### src/rtl/unsigned_16by8_seq_div.sv
// Sequential unsigned restoring divider: W_Z-bit dividend / W_Y-bit divisor -> quotient, remainder.
// Latency: W_Z edges from accept to out_valid (1 edge for divide-by-zero); one op in flight.
// Backpressure: result held in DONE until out_ready; in_ready low outside IDLE.
module unsigned_16by8_seq_div #(
    parameter int W_Z = 16,
    parameter int W_Y = 8
) (
    input  logic           clk,
    input  logic           rst,
    input  logic           in_valid,
    output logic           in_ready,
    input  logic [W_Z-1:0] z,
    input  logic [W_Y-1:0] y,
    output logic           out_valid,
    input  logic           out_ready,
    output logic [W_Z-1:0] q,
    output logic [W_Y-1:0] r,
    output logic           div0
);

    localparam int CW = $clog2(W_Z);

    typedef enum logic [1:0] {IDLE, BUSY, DONE} state_t;

    state_t         state, state_nxt;
    logic [CW-1:0]  cnt, cnt_nxt;
    logic [W_Y-1:0] prem, prem_nxt;
    logic [W_Z-1:0] qsr, qsr_nxt;
    logic [W_Y-1:0] y_q, y_nxt;
    logic [W_Z-1:0] q_nxt;
    logic [W_Y-1:0] r_nxt;
    logic           div0_nxt;

    // The trial value carries one extra bit so t (at most 2*y-1) never overflows.
    // The stored remainder is always < y, so its top bit would be constant zero.
    logic [W_Y:0]   t;
    logic [W_Y-1:0] t_sub;
    logic           ge;

    always_comb begin
        t     = {prem, qsr[W_Z-1]};
        ge    = (t >= {1'b0, y_q});
        t_sub = t[W_Y-1:0] - y_q;

        state_nxt = state;
        cnt_nxt   = cnt;
        prem_nxt  = prem;
        qsr_nxt   = qsr;
        y_nxt     = y_q;
        q_nxt     = q;
        r_nxt     = r;
        div0_nxt  = div0;
        in_ready  = 1'b0;
        out_valid = 1'b0;

        case (state)
            IDLE: begin
                in_ready = 1'b1;
                if (in_valid) begin
                    y_nxt = y;
                    if (y != '0) begin
                        state_nxt = BUSY;
                        cnt_nxt   = CW'(W_Z - 1);
                        prem_nxt  = '0;
                        qsr_nxt   = z;
                    end else begin
                        state_nxt = DONE;
                        q_nxt     = '1;
                        r_nxt     = z[W_Y-1:0];
                        div0_nxt  = 1'b1;
                    end
                end
            end
            BUSY: begin
                prem_nxt = ge ? t_sub : t[W_Y-1:0];
                qsr_nxt  = {qsr[W_Z-2:0], ge};
                if (cnt == '0) begin
                    state_nxt = DONE;
                    q_nxt     = qsr_nxt;
                    r_nxt     = prem_nxt;
                    div0_nxt  = 1'b0;
                end else begin
                    cnt_nxt = cnt - CW'(1);
                end
            end
            DONE: begin
                out_valid = 1'b1;
                if (out_ready) state_nxt = IDLE;
            end
            default: state_nxt = IDLE;
        endcase
    end

    always_ff @(posedge clk or posedge rst) begin
        if (rst) begin
            state <= IDLE;
            cnt   <= '0;
            prem  <= '0;
            qsr   <= '0;
            y_q   <= '0;
            q     <= '0;
            r     <= '0;
            div0  <= 1'b0;
        end else begin
            state <= state_nxt;
            cnt   <= cnt_nxt;
            prem  <= prem_nxt;
            qsr   <= qsr_nxt;
            y_q   <= y_nxt;
            q     <= q_nxt;
            r     <= r_nxt;
            div0  <= div0_nxt;
        end
    end

endmodule

### config.mk
export PLATFORM = sky130hd
export DESIGN_NAME = unsigned_16by8_seq_div
export DESIGN_NICKNAME = d
export VERILOG_FILES = /design/src/rtl/unsigned_16by8_seq_div.sv
export SDC_FILE = /design/constraint.sdc
export NUM_CORES = 1
export LEC_CHECK = 0
export ABC_CLOCK_PERIOD_IN_PS = 6500
export BUFFER_PORTS_ARGS = -buffer_cell sky130_fd_sc_hd__buf_2
export CAP_MARGIN = 20
export CORE_MARGIN = 10
export CORE_UTILIZATION = 40
export DETAILED_ROUTE_END_ITERATION = 12
export GPL_TIMING_DRIVEN = 0
export HOLD_SLACK_MARGIN = 0.06
export PLACE_DENSITY = 0.58
export SLEW_MARGIN = 20
export SYNTH_ARGS = -nofsm -noshare
export SYNTH_HDL_FRONTEND = slang
export SYNTH_SLANG_ARGS = --single-unit
### constraint.sdc
create_clock -name clk -period 6.5 [get_ports clk]
set_input_delay 1.3 -clock clk [delete_from_list [all_inputs] [get_ports clk]]
set_output_delay 1.3 -clock clk [all_outputs]
set_load 0.02 [all_outputs]
==> metrics <==
Fin. Hold Viols=0; Sw Pwr=1.05 mW; port bufs=54; share of cells above drive strength 1=0.214; Final Routed Wirelength=8240 µm; max-cap check violation count=0; met2 WL post-DR=3740 µm; crit path time final=2.80 ns; Final setup viols=0; maximum VDD drop=0.256 mV; CTS Hold Bufs=0; placer congestion estimate=0.798; drt drc=0; Reg2Reg Depth=7; CP top delay family=simple AND/OR/NAND/NOR gates; placed inst area=0.00351 mm²; final instance area=0.00371 mm²; Worst Setup SP=y[5]; #FFs+latches synth=63; Post-synth EDFFs=0; Routed wire per std cell=16.3 µm; syn avg cell area=9.20 µm²; main flop type after synthesis=dfrtp_1; WL met1=3980 µm; CP Capture Type=flip-flop; worst path required time=6.77 ns; HPWL Detailed=6230 µm; Nets=440; Worst EP arrival=3.07 ns; status=complete, no violations; clock sink count=63; IO Pins=55; Syn Nets=374; DR WL met3=408 µm; Comb power frac=0.541; clock root cell=clkbuf_8; core area=0.00737 mm²; Synth Instances=336; Hold Path Depth=1; Inst Count DP=490; DRT Pass-1 Iters=4; Hold Crit Class=flip-flop to flip-flop; Die H=108 µm; synth warn=0; Slew Limit Fails=0; top cells by area, synth=dfrtp_1, nor2_1, nand2_1, a21oi_1, ha_1; Worst-path clk slew=0.08 ns; Fmax=357 MHz; crit-path cells=buf_2 -> or4_1 -> nor2_1 -> nand2_1 -> nand2_1 -> buf_2 -> nor2_1 -> a21oi_1; reg2reg end=r[1]$_DFFE_PP0P_; Int Pwr=1.28 mW; Post-CTS Repair Setup Buffers=0; GRT Total Usage=0.148; Syn-to-layout area delta=20.2%; PnR worst setup slack=3.70 ns; Setup CP Type=primary input to flip-flop; reg-to-reg setup timing slack=4.15 ns; startpoint types=primary input; relative slew slack=0.644; Worst R2R Start=prem[2]$_DFFE_PP0P_; Reg power frac=0.307; pin count of the biggest net entering global routing=39; initial antenna violation count=0; post-CTS sizing=0; clk_lat worst skew=0.35 ns; RSZ-0062 raised after global routing=false; grt ovf=0; Crit Path Max Fanout=10; CTS tree=done; final core utilization=0.504; antenna diode count=0; post-synth top area share=0.510; Clock Skews=0.0125 ns; 1st-iter DRT viols=198; Initial Utilization=0.419; total power=2.33 mW; Yosys cell types=43; Net Sw Frac=0.451; final cell count without fillers=506; register area share after synthesis=0.510; highest metal used=met4; vias in the first global route=2659; Site Rows=31; Fin Setup TNS=0 ns; dpl ws=3.32 ns; vias=2572; final period utilization=0.430; cell taking the most area after synthesis=dfrtp_1; FFs w/ async S/R, synth=1.00; P per Cell Area=628 mW/mm²; Post-DRT Antenna Nets=0; actual slew at the worst max-slew pin=0.534 ns; slowest stage delay, CP=0.59 ns; H-tree lvl count=3; clock network fraction of total power=0.152; Num CTS Buffers=9; worst hold slack=0.491 ns; Leak=1.72 nW; die area=0.0116 mm²; Buffers & Inverters on Critical Path=2; CP max-delay cell=or4_1; WHS Endpoint=q[6]$_DFFE_PP0P_; Vias/cell=5.08; hold path start=q[6]$_DFFE_PP0P_; # fillers=727; cell area after synthesis=0.00309 mm²; die width=108 µm; clock tree buffer depth=2; first-pass GRT wire length=13700 µm
-- sequential cells by signal, summed over array words and instances (netlist names) --
register and flops:
prem 8, q 16, state 2, div0 1, cnt 4, r 8, qsr 16, y_q 8
-- worst max-delay path by stage --
stage,depth (start not counted),to
after floorplan,1,cnt[0]$_DFFE_PP0P_
after global placement,2,prem[5]$_DFFE_PP0P_
after detailed placement,8,q[14]$_DFFE_PP0P_
after CTS,8,q[14]$_DFFE_PP0P_
after global routing,8,q[9]$_DFFE_PP0P_
final,8,q[12]$_DFFE_PP0P_
-- area by class of cell --
class,instances,area [µm²],area share
sequential,63,1580,0.424
clock buffer,10,138,0.0370
timing repair buffer,55,290,0.0781
clock inverter,6,70.1,0.0189
tap,99,124,0.0333
buffer,19,80.1,0.0216
inverter,13,51.3,0.0138
multi-input combinational,241,1390,0.373
-- cells by family (layout without fill, tap and decap cells) --
| kind of cell | count (synthesis) | in the layout | share of synthesized area |
|---|---|---|---|
| adders and majority gates | 10 | 10 | 0.0429 |
| buffers and inverters | 32 | 103 | 0.0417 |
| AOI/OAI and AO/OA | 87 | 87 | 0.177 |
| and+or+nand+nor | 131 | 131 | 0.187 |
| xor gates and xnor gates | 5 | 5 | 0.0142 |
| muxes | 8 | 8 | 0.0271 |
| DFF | 63 | 63 | 0.510 |
-- cells in the final DEF, fill, tap and decap left out, types with 2 or more instances in the layout --
cell type | synthesis | final
o32ai_1 | 2 | 2
o22ai_1 | 6 | 6
nor3_1 | 2 | 2
nand2b_1 | 4 | 4
nor2_1 | 55 | 55
a31oi_1 | 16 | 16
or4_1 | 2 | 2
clkinv_4 | 0 | 2
clkinvlp_4 | 0 | 3
o21ai_1 | 2 | 2
a21oi_1 | 23 | 23
nor2b_1 | 4 | 4
a21o_1 | 4 | 4
clkbuf_1 | 14 | 14
nand2_1 | 51 | 51
dfrtp_1 | 63 | 63
mux2i_1 | 5 | 5
inv_1 | 13 | 12
nand3_1 | 4 | 4
o21ai_0 | 16 | 16
ha_1 | 9 | 9
buf_2 | 4 | 58
a21oi_2 | 2 | 2
mux2_2 | 3 | 3
clkbuf_8 | 0 | 10
xor2_1 | 4 | 4
o22a_1 | 9 | 9
-- cells in the mapped netlist (2+ instances only) --
| library cell | number |
|---|---|
| dfrtp_1 | 63 |
| nor2_1 | 55 |
| nand2_1 | 51 |
| a21oi_1 | 23 |
| a31oi_1 | 16 |
| o21ai_0 | 16 |
| clkbuf_1 | 14 |
| inv_1 | 13 |
| ha_1 | 9 |
| o22a_1 | 9 |
| o22ai_1 | 6 |
| mux2i_1 | 5 |
| a21o_1 | 4 |
| buf_2 | 4 |
| nand2b_1 | 4 |
| nand3_1 | 4 |
| nor2b_1 | 4 |
| xor2_1 | 4 |
| mux2_2 | 3 |
| a21oi_2 | 2 |
| nor3_1 | 2 |
| o21ai_1 | 2 |
| o32ai_1 | 2 |
| or4_1 | 2 |
-- power by group through the flow --
stage / sequential, mW / clock (mW) / combinational, mW
final: 0.716 / 0.354 / 1.26
after global routing: 0.742 / 0.380 / 1.43
after CTS: 0.716 / 0.361 / 1.27
after detailed placement: 0.723 / 0 / 1.27
after global placement: 0.719 / 0 / 1.24
after floorplan: 0.785 / 0 / 0.856
-- routing by layer --
metal	vias up	global-route usage
met1	1227	0.203
li1	1289	-
met4	0	0.0515
met2	46	0.219
met5	-	0
met3	10	0.0389
Note: power is estimated with default switching activity, not from simulation.
